## src/rtl/grid_io_cfg_bank.sv

```systemverilog
// grid_io_cfg_bank: edge IO tile; per-pad dir/oreg bits loaded over the ccff chain, pads gated by cfg_done.
// Latency: pad_in->fabric_in SYNC_STAGES cycles; fabric_out->pad_out 0 cycles (comb) or 1 cycle (oreg).
// Backpressure: none; optional GRID_IO_LOOPBACK_EN adds a loopback port that routes output pads back to fabric.
module grid_io_cfg_bank #(
    parameter int NUM_PADS    = 8,
    parameter int SYNC_STAGES = 2,
    parameter int CFG_BITS    = 2
) (
    input  logic                clk,
    input  logic                reset_n,
`ifdef GRID_IO_LOOPBACK_EN
    input  logic                loopback,
`endif
    input  logic                ccff_en,
    input  logic                ccff_head,
    output logic                ccff_tail,
    output logic                cfg_done,
    input  logic [NUM_PADS-1:0] gfpga_pad_in,
    output logic [NUM_PADS-1:0] gfpga_pad_out,
    output logic [NUM_PADS-1:0] gfpga_pad_oe,
    output logic [NUM_PADS-1:0] fabric_in,
    input  logic [NUM_PADS-1:0] fabric_out
);
    localparam int L  = NUM_PADS * CFG_BITS;
    localparam int CW = $clog2(L + 1);
    localparam logic [CW-1:0] CNT_FULL = CW'(L);

    logic [L-1:0]        cfg;
    logic [CW-1:0]       cnt;
    logic                en_q;
    logic [NUM_PADS-1:0] q;
    logic [NUM_PADS-1:0] sync_q [SYNC_STAGES];
    logic [NUM_PADS-1:0] dir;
    logic [NUM_PADS-1:0] oreg;
    logic [NUM_PADS-1:0] out_sel;

    always_ff @(posedge clk or negedge reset_n) begin
        if (!reset_n) begin
            cfg  <= '0;
            cnt  <= '0;
            en_q <= 1'b0;
        end else begin
            en_q <= ccff_en;
            if (ccff_en) begin
                cfg <= {cfg[L-2:0], ccff_head};
            end
            // cnt only reaches CNT_FULL after an unbroken run of at least L shifts
            if (ccff_en && !en_q) begin
                cnt <= CW'(1);
            end else if (ccff_en) begin
                cnt <= (cnt == CNT_FULL) ? CNT_FULL : cnt + CW'(1);
            end else if (en_q && cnt != CNT_FULL) begin
                cnt <= '0;
            end
        end
    end

    always_ff @(posedge clk or negedge reset_n) begin
        if (!reset_n) begin
            q <= '0;
            for (int s = 0; s < SYNC_STAGES; s++) sync_q[s] <= '0;
        end else begin
            q         <= fabric_out;
            sync_q[0] <= gfpga_pad_in;
            for (int s = 1; s < SYNC_STAGES; s++) sync_q[s] <= sync_q[s-1];
        end
    end

    always_comb begin
        dir  = '0;
        oreg = '0;
        for (int i = 0; i < NUM_PADS; i++) begin
            dir[i]  = cfg[CFG_BITS*i];
            oreg[i] = cfg[CFG_BITS*i+1];
        end
    end

    assign ccff_tail = cfg[L-1];
    assign cfg_done  = (cnt == CNT_FULL) && !ccff_en;
    assign out_sel   = (oreg & q) | (~oreg & fabric_out);

`ifdef GRID_IO_LOOPBACK_EN
    // Loopback taps the pre-gating output value, since pad_oe is forced low in loopback.
    logic [NUM_PADS-1:0] lb_q;

    always_ff @(posedge clk or negedge reset_n) begin
        if (!reset_n) begin
            lb_q <= '0;
        end else begin
            lb_q <= out_sel & dir;
        end
    end

    assign gfpga_pad_oe  = {NUM_PADS{cfg_done && !loopback}} & dir;
    assign gfpga_pad_out = gfpga_pad_oe & out_sel;
    assign fabric_in     = {NUM_PADS{cfg_done}} &
                           ((~dir & sync_q[SYNC_STAGES-1]) | ({NUM_PADS{loopback}} & dir & lb_q));
`else
    assign gfpga_pad_oe  = {NUM_PADS{cfg_done}} & dir;
    assign gfpga_pad_out = gfpga_pad_oe & out_sel;
    assign fabric_in     = {NUM_PADS{cfg_done}} & ~dir & sync_q[SYNC_STAGES-1];
`endif

endmodule
```

## config.mk

```make
export PLATFORM = sky130hd
export DESIGN_NAME = grid_io_cfg_bank
export DESIGN_NICKNAME = d
export VERILOG_FILES = /design/src/rtl/grid_io_cfg_bank.sv
export SDC_FILE = /design/constraint.sdc
export NUM_CORES = 1
export LEC_CHECK = 0
export CAP_MARGIN = 40
export CORE_ASPECT_RATIO = 1.1
export CORE_MARGIN = 2
export CORE_UTILIZATION = 40
export CTS_BUF_LIST = sky130_fd_sc_hd__clkbuf_2 sky130_fd_sc_hd__clkbuf_4 sky130_fd_sc_hd__clkbuf_8
export DETAILED_ROUTE_END_ITERATION = 7
export GPL_TIMING_DRIVEN = 0
export PLACE_DENSITY = 0.77
export SYNTH_ARGS = -nofsm -noshare
export SYNTH_HDL_FRONTEND = slang
export SYNTH_SLANG_ARGS = --single-unit
```

## constraint.sdc

```tcl
create_clock -name clk -period 1.95 [get_ports clk]
set_input_delay 0.585 -clock clk [delete_from_list [all_inputs] [get_ports clk]]
set_output_delay 0.585 -clock clk [all_outputs]
set_load 0.01 [all_outputs]
```

== Word level (Yosys, flattened, before mapping) ==
Cells that the tools add are included.
Cells by class
  reductions and logical operators: 6
  muxes and demuxes: 4
  bitwise logic cells: 9
  equal/unequal tests: 2
  add/sub/neg operators: 1
Operators with widths (number)
  $and A8 B8 Y8: 6
  $mux W5: 4
  $not A8 Y8: 2
  $or A8 B8 Y8: 1
  $add A5 B1 Y5 const B: 1
  $eq A5 B5 Y1 const B: 1
  $ne A5 B5 Y1 const B: 1
  $logic_and A1 B1 Y1: 3
  $reduce_bool A3 Y1: 1
  $logic_not A1 Y1: 2
Word-level totals
  register bits after elaboration: 46
  input bits: 20
  word-level logic and storage cells: 28

== Logic depth before layout (Yosys ltp) ==
Gate-level depths: netlist of run 1.
  depth after elaboration: 5
  gate-level depth with buffers: 8

== Least setup slack after synthesis of run 1 ==
Ideal clock, no wire load.
  path type: reg2out
  from: register cnt[0]
  to: output gfpga_pad_out[6]
  setup slack: -0.107 ns
  stages on the path, launching flop included: 9
  data arrival time: 1.472 ns
  required time: 1.365 ns
  cell sequence: dfrtp_1 > inv_1 > ha_1 > nand4bb_4 > or2_1 > buf_6 > clkinv_4 > buf_8 > and3_1
Between the ends
  word-level cells in the longest chain between the ends: 4
Ends and longest elaborated chain
  start: declaration: RTL line 29  | logic [CW-1:0] cnt;
  start signal: assignment: RTL line 51  | cnt <= (cnt == CNT_FULL) ? CNT_FULL : cnt + CW'(1);
  $eq A5 B5 Y1: RTL line 79  | assign cfg_done = (cnt == CNT_FULL) && !ccff_en;
  $logic_and A1 B1 Y1: RTL line 79
  net cfg_done: RTL line 17  | output logic cfg_done,
  $and A8 B8 Y8: RTL line 99  | assign gfpga_pad_oe = {NUM_PADS{cfg_done}} & dir;
  $and A8 B8 Y8: RTL line 100  | assign gfpga_pad_out = gfpga_pad_oe & out_sel;
  end: declaration: RTL line 19  | output logic [NUM_PADS-1:0] gfpga_pad_out,
The timed path passes the listed nets, and every way through them passes these cells.

== Final worst setup path of run 1 ==
  from: register cnt[1]
  to: output gfpga_pad_out[6]
Between the ends
  word-level cells in the longest chain between the ends: 4
Ends and longest elaborated chain (RTL line)
  $eq A5 B5 Y1: 79
  $logic_and A1 B1 Y1: 79
  $and A8 B8 Y8: 99
  $and A8 B8 Y8: 100
No other way between the ends.

==> results of run 1 <==
[timing repair]
item                       in CTS  in global routing
cloned                          3                  0
hold buffers                    0                  0
pin swaps                       5                  2
setup endpoints to repair      27                 25
setup buffers                   5                  1
gates resized for setup       127                 11
[report_power, final]
part | internal (mW) | total, mW | switching (mW)
Sequential | 1.11 | 1.27 | 0.158
Combinational | 0.236 | 0.346 | 0.110
Clock | 0.410 | 0.715 | 0.305
[metal layers]
layer,up-vias,track usage [%],part of all wire [%]
met5,-,0,0
met4,0,8.00,0.90
met3,2,3.44,3.9
met2,30,28.6,54
met1,615,21.2,41
li1,553,-,-
[placed cells by master, fill, tap and decap left out, types with 2 or more instances in the layout]
| cell | n |
|---|---|
| xor2_1 | 3 |
| buf_4 | 6 |
| and3_1 | 3 |
| clkbuf_8 | 6 |
| nand2_1 | 4 |
| and2_1 | 3 |
| buf_12 | 2 |
| clkinv_8 | 2 |
| mux2_2 | 24 |
| and3_4 | 5 |
| nand3_1 | 3 |
| buf_2 | 17 |
| and2_4 | 5 |
| nor2_1 | 2 |
| dfrtp_1 | 46 |
| inv_2 | 2 |
| nor3b_1 | 2 |
| clkdlybuf4s50_1 | 18 |
| nor3b_2 | 6 |
| buf_6 | 11 |
[final cells by class]
type,instances,area [sq um],area share (%)
timing repair buffer,54,485,18.7
clock inverter,1,30.0,1.16
clock buffer,6,82.6,3.19
inverter,3,23.8,0.917
multi-input combinational,71,691,26.7
tap,54,67.6,2.61
buffer,4,43.8,1.69
timing repair inverter,1,16.3,0.628
sequential,46,1150,44.4
[flip-flops by register name, indices dropped and copies added (netlist names)]
| signal | count |
|---|---|
| q | 8 |
| cfg | 16 |
| cnt | 5 |
| en_q | 1 |
| sync_q | 16 |
[worst register-to-register path, delay by kind of cell (launching register included)]
kind,cells,cell delay (ns)
adders and majority gates,1,0.21
AOI/OAI and AO/OA,1,0.19
xor gates and xnor gates,1,0.14
buffers and inverters,2,0.28
DFF,1,0.40
and+or+nand+nor,1,0.07
[per-stage QoR]
step	utilization, %	hold slack [ns]
detailed placement	54.6	0.340
CTS	58.6	0.237
floorplan	-	0.289
global route	60.0	0.272
global placement	54.2	0.333
finish	60.0	0.230
[cell families after synthesis]
group	share of synthesized area [%]
compound gates	2.28
xor+xnor	1.45
fa+ha+maj	1.38
buf+inv	3.03
flops	63.4
mux	14.9
simple gates	13.5
[worst max-delay path by stage]
stage	startpoint	end	slack (ns)	depth (start not counted)
4_1_cts	cnt[0]$_DFFE_PN0P_	gfpga_pad_out[6]	-0.57	9
2_1_floorplan	cnt[0]$_DFFE_PN0P_	gfpga_pad_out[6]	-0.09	8
3_3_place_gp	ccff_en	gfpga_pad_out[6]	-1.17	8
6_report	cnt[1]$_DFFE_PN0P_	gfpga_pad_out[6]	-0.49	9
3_5_place_dp	ccff_en	gfpga_pad_out[6]	-1.18	8
5_1_grt	cnt[1]$_DFFE_PN0P_	gfpga_pad_out[6]	-0.55	9
==> results.md, run 1 <==
* CP max stage delay at 0.39 ns
* Diode count at 0
* Drt pass-1 iters at 4
* Synth Register Bits at 46
* Worst EP arrival at 1.85 ns
* Worst VDD drop at 0.672 mV
* Worst reg2reg path startpoint: cnt[0]$_DFFE_PN0P_
* Setup Total Neg Slack at -10.55 ns
* Ys async rst share at 100%
* CTS max path bufs at 2
* H-tree depth at 2
* Die Width at 68.2 um
* Element type at the critical path end: output pin
* Initial Util at 42.0%
* Layout cells sized above 1 at 50.0%
* Syn Area/Cell at 14.5 sq um
* Fillers at 325
* Fraction of synthesized cell area taken by the top area cell type at 63.4%
* Hold Crit Class: primary input to async pin
* Area contributors post-synth: dfrtp_1 63%, mux2_2 15%, nor3b_1 3.3%, and2_1 2.8%, and3_1 2.8%
* Syn Inst Count at 125
* Final Instance Count excl. Fillers at 240
* Status: complete, but fails checks
* Power density cells at 900 mW/mm^2
* Vias in the first global route at 1265
* WS Path Type: flip-flop to output pin
* Leak Pwr at 1.17 nW
* Ys flop type: dfrtp_1
* RSZ-0062 raised after global routing: yes
* Final wirelength at 3900 um
* PortBufs at 45
* Ys Warns at 0
* Slew Viols, Final at 0
* Final hold violations at 0
* Max_slew headroom at 68.2%
* CP cell instances: inv_2 > ha_4 > nand4bb_4 > or2_4 > buf_12 > clkinv_8 > buf_8 > and3_4 > buf_6
* Antenna violations before repair at 0
* Max_cap viols at 0
* Post-synth cell types at 25
* Final GP Congestion at 0.766
* Syn Nets at 147
* Drt wl/cell at 16.3 um
* # clock sinks at 46
* Design area at 0.00259 sq mm
* Setup Skew at 0.00725 ns
* Vias per cell at 5.00
* Worst Path Buf+Inv at 5
* Final period util at 125%
* DR DRC count at 0
* Share of the yosys chip area belonging to registers at 63.4%
* Row count at 25
* R2r setup slk at 0.57 ns
* Root Buffer: clkbuf_8
* Largest net degree at the start of global routing at 29
* Placed insts at 225
* Critical Path RT at 1.36 ns
* Clk pin slew, worst setup/hold paths at 0.08 ns
* Crit start category: flip-flop
* Global route overflow at 0
* Peak Freq at 0.410 GHz
* CTS Buf Count at 5
* Fin worst setup slack at -0.489 ns
* Area Overhead vs Synth at 42.8%
* GRT Util Overall at 17.0%
* Setup Viol. Count Final at 25
* Die Ht at 74.6 um
* Die area at 0.00509 sq mm
* Critical path peak fanout at 6
* Worst path slowest cell: dfrtp_1
* Nets at 208
* DP HPWL at 2550 um
* Min Tclk post-route at 2.44 ns
* Worst-Margin Slew at 0.476 ns
* Core box area at 0.00432 sq mm
* Clock Latency Late Sink at 0.29 ns
* Post-synth EDFFs at 0
* Capturing point of the worst reg2reg path: cnt[2]$_DFFE_PN0P_
* Vias at 1200
* Area of placed instances at 0.00235 sq mm
* Antenna Nets Post-Route at 0
* CTS tree: done
* Cell Area, Synth at 0.00181 sq mm
* Top-count cell post-synth: dfrtp_1
* Reg2Reg Depth at 6
* Synth cell count leaders: 46 x dfrtp_1, 24 x mux2_2, 8 x and2_1, 8 x and3_1, 8 x nor3b_1
* Synth area leader: dfrtp_1
* First-pass GRT wire length at 6190 um
* Placement Setup Slack at -1.18 ns
* Failing checks: setup timing
* Worst path top cell family by delay: simple AND/OR/NAND/NOR gates
* Iter 0 DRT Violations at 26
* Overall power at 2.33 mW
* Ports at 46
Note: power is estimated with default switching activity, not from simulation.
==> inputs of run 2 (changes only) <==
--- a/config.mk
+++ b/config.mk
@@ -5,6 +5,7 @@
 export SDC_FILE = /design/constraint.sdc
 export NUM_CORES = 1
 export LEC_CHECK = 0
+export ABC_AREA = 1
 export CAP_MARGIN = 40
 export CORE_ASPECT_RATIO = 1.1
 export CORE_MARGIN = 2
==> run 2 against run 1 <==
Net effect: the flow still finishes with violations (setup timing); final area grew 0.24%; critical endpoint is now gfpga_pad_out[2]; die area up 0.13%; synthesized cell count is 46% higher; largest power group unchanged; core utilization shrank 0.29 points; routed wire length is 9.4% higher; sequential cell count is the same; via count up 23%; fmax grew 8.8%; highest routed layer unchanged; clock skew down 0.00076 ns; global-route usage increased by 1.3 points.
==> results.md, run 2 <==
* Status: complete, but fails checks
* Failing checks: setup timing
* CP cell instances: inv_1 > ha_2 > nand2_2 > clkinv_4 > nand2_4 > buf_8 > a211oi_2 > buf_2
* H-tree depth at 2 (unchanged)
* Global route overflow at 0 (unchanged)
* Ys flop type: dfrtp_1
* Share of the yosys chip area belonging to registers at 63.4% (-0.087 points)
* Final wirelength at 4270 um (+9.4%)
* Synth Register Bits at 46 (unchanged)
* Max_slew headroom at 77.1% (+8.9 points)
* Die Ht at 74.7 um (about the same)
* DP HPWL at 2810 um (+10%)
* Synth area leader: dfrtp_1
* Power density cells at 745 mW/mm^2 (-17%)
* PortBufs at 45 (unchanged)
* Worst EP arrival at 1.66 ns (-0.19 ns)
* Vias at 1478 (+23%)
* Vias per cell at 4.94 (-1.1%)
* Area contributors post-synth: dfrtp_1 63%, nand2_1 11%, o21ai_0 4.1%, nor2_1 3.9%, inv_1 2.9%
* Ports at 46 (unchanged)
* Post-synth cell types at 19 (-24%)
* Placed insts at 282 (+25%)
* Synth cell count leaders: 55 x nand2_1, 46 x dfrtp_1, 19 x nor2_1, 15 x o21ai_0, 14 x inv_1
* Root Buffer: clkbuf_8
* Syn Nets at 204 (+39%)
* Core box area at 0.00435 sq mm (+0.72%)
* Max_cap viols at 0 (unchanged)
* Core Util, Final at 59.7% (-0.29 points)
* Largest net degree at the start of global routing at 33 (+14%)
* Final hold violations at 0 (unchanged)
* Internal power at 1.43 mW (-18%)
* DR DRC count at 0 (unchanged)
* Critical Path RT at 1.36 ns (about the same)
* Commonest cells after routing, fill and taps aside: 46 x nand2_1, 46 x dfrtp_1, 26 x buf_2
* Die Width at 68.3 um (about the same)
* Iter 0 DRT Violations at 105 (+300%)
* Nets at 266 (+28%)
* Row count at 25 (unchanged)
* Post-synth EDFFs at 0 (unchanged)
* Antenna Nets Post-Route at 0 (unchanged)
* P_sw at 0.501 mW (-13%)
* Antenna violations before repair at 0 (unchanged)
* Element type at the critical path end: output pin
* Area Overhead vs Synth at 43.0%
* Setup Viol. Count Final at 25 (unchanged)
* Syn Area/Cell at 9.98 sq um (-31%)
* Worst path top cell family by delay: buffers and inverters
* Peak Freq at 0.446 GHz (+8.8%)
* Multi-input gate area at 688 sq um (-0.36%)
* Placement Setup Slack at -0.994 ns (+0.191 ns)
* # clock sinks at 46 (unchanged)
* Worst Path Buf+Inv at 4 (-1)
* Cell Area, Synth at 0.00182 sq mm (+0.14%)
* Fin worst setup slack at -0.291 ns (+0.198 ns)
* Clock power share at 31.3% (+0.6 points)
* Crit start category: flip-flop
* Overall power at 1.94 mW (-17%)
* Drt pass-1 iters at 4 (unchanged)
* Diode count at 0 (unchanged)
* Worst path slowest cell: dfrtp_1
* Min Hold Slack at 0.179 ns (-0.0511 ns)
* Initial Util at 41.8% (-0.24 points)
* Fraction of synthesized cell area taken by the top area cell type at 63.4% (-0.087 points)
* # hold bufs at CTS at 0 (unchanged)
* Largest regs: cfg (16), sync_q (16), q (8)
* Final period util at 115% (-10 points)
* First-pass GRT wire length at 6700 um (+8.2%)
* Drt wl/cell at 14.3 um (-12%)
* Clk pin slew, worst setup/hold paths at 0.08 ns (about the same)
* Top-count cell post-synth: nand2_1
* Syn Inst Count at 182 (+46%)
* Worst VDD drop at 0.462 mV (-31%)
* Final Instance Count excl. Fillers at 299 (+25%)
* Comb pwr share at 12.5% (-2.3 points)
* Hold Crit Class: primary input to async pin
* Clock Latency Late Sink at 0.30 ns (about the same)
* CTS max path bufs at 2 (unchanged)
* Ys Warns at 0 (unchanged)
* RSZ-0062 raised after global routing: yes
* Layout cells sized above 1 at 36.3% (-14 points)
* Min Tclk post-route at 2.24 ns (-0.198 ns)
* Worst-Margin Slew at 0.343 ns (-0.133 ns)
* Final GP Congestion at 0.790 (+3.1%)
* Ys async rst share at 100% (unchanged)
* GRT Util Overall at 18.3% (+1.3 points)
* Setup Skew at 0.00649 ns (-0.000760 ns)
* Fillers at 367 (+13%)
* CTS Buf Count at 5 (unchanged)
* Critical path peak fanout at 8 (+2)
* Vias in the first global route at 1409 (+11%)
* Switch share at 25.9% (+1.3 points)
* Share of power burned in registers at 56.1% (+1.6 points)
* Die area at 0.00510 sq mm (+0.13%)
* Slew Viols, Final at 0 (unchanged)
* WS Path Type: flip-flop to output pin
* CP max stage delay at 0.39 ns (about the same)
* Leak Pwr at 1.24 nW (+5.7%)
* Register Area at 0.00115 sq mm (unchanged)
* CTS tree: done
## run 2: cell types whose count changed after synthesis, moves of 3 or more
cell,change
buf_2,+3
o21ai_0,+14
nor2_1,+17
inv_1,+12
and3_1,-8
a211oi_1,+6
nand2_1,+51
mux2_2,-24
and2_1,-8
nand4_1,+3
nand3_1,+4
nor3b_1,-8
## run 2: layout make-up
type	instances	share of cell area [%]
plain buffers	6	2.22
clock buffers	7	3.47
clock inverters	1	0.193
inverters	16	2.60
multi-input cells	114	26.5
flip-flops and latches	46	44.3
well taps	54	2.60
repair buffers	55	18.1
## run 2: routing by layer
| metal | track usage [%] | up-vias | part of all wire (%) |
|---|---|---|---|
| li1 | - | 698 | - |
| met1 | 23.7 | 731 | 42 |
| met2 | 29.2 | 41 | 52 |
| met3 | 4.93 | 8 | 4.7 |
| met4 | 7.78 | 0 | 1.4 |
| met5 | 0 | - | 0 |
## run 2: final timing paths
path                                 startpoint                    to  slack, ns  cells after the start
setup reg to reg             cnt[1]$_DFFE_PN0P_    cnt[3]$_DFFE_PN0P_       0.48                     10
hold / removal                          reset_n  sync_q[10]$_DFF_PN0_       0.18                      1
hold reg to reg            sync_q[15]$_DFF_PN0_   sync_q[7]$_DFF_PN0_       0.35                      0
max in group asynchronous               reset_n   sync_q[2]$_DFF_PN0_       1.30                      2
min in group clk           sync_q[15]$_DFF_PN0_   sync_q[7]$_DFF_PN0_       0.35                      0
setup / recovery             cnt[1]$_DFFE_PN0P_      gfpga_pad_out[2]      -0.29                      8
## run 2: cells by family after synthesis
| logic type | Yosys count | share of synthesized area (%) |
|---|---|---|
| adder cells (fa/ha/maj) | 2 | 1.38 |
| AO/OA/AOI/OAI | 24 | 9.09 |
| buffers and inverters | 22 | 5.65 |
| AND/OR/NAND/NOR | 87 | 20.0 |
| flip-flops | 46 | 63.4 |
| XOR/XNOR | 1 | 0.482 |
## run 2: per-stage QoR
stage	setup TNS (ns)	instance area [sq um]
finish	-5.32	2600
CTS	-4.85	2450
detailed placement	-20.29	2350
global route	-6.86	2600
global placement	-60.69	2330
floorplan	0	1820
## run 2: power groups by stage
stage	combinational, mW	clock (mW)	sequential (mW)
finish	0.243	0.606	1.09
global route	0.274	0.648	1.10
CTS	0.233	0.616	1.08
detailed placement	0.207	0	1.10
global placement	0.196	0	1.10
floorplan	0.108	0	1.09
## run 2: timing repair
action,in CTS,in global routing
pin swaps,2,4
cloned,0,1
resized for setup,128,25
setup endpoints to repair,25,25
setup buffers,5,3
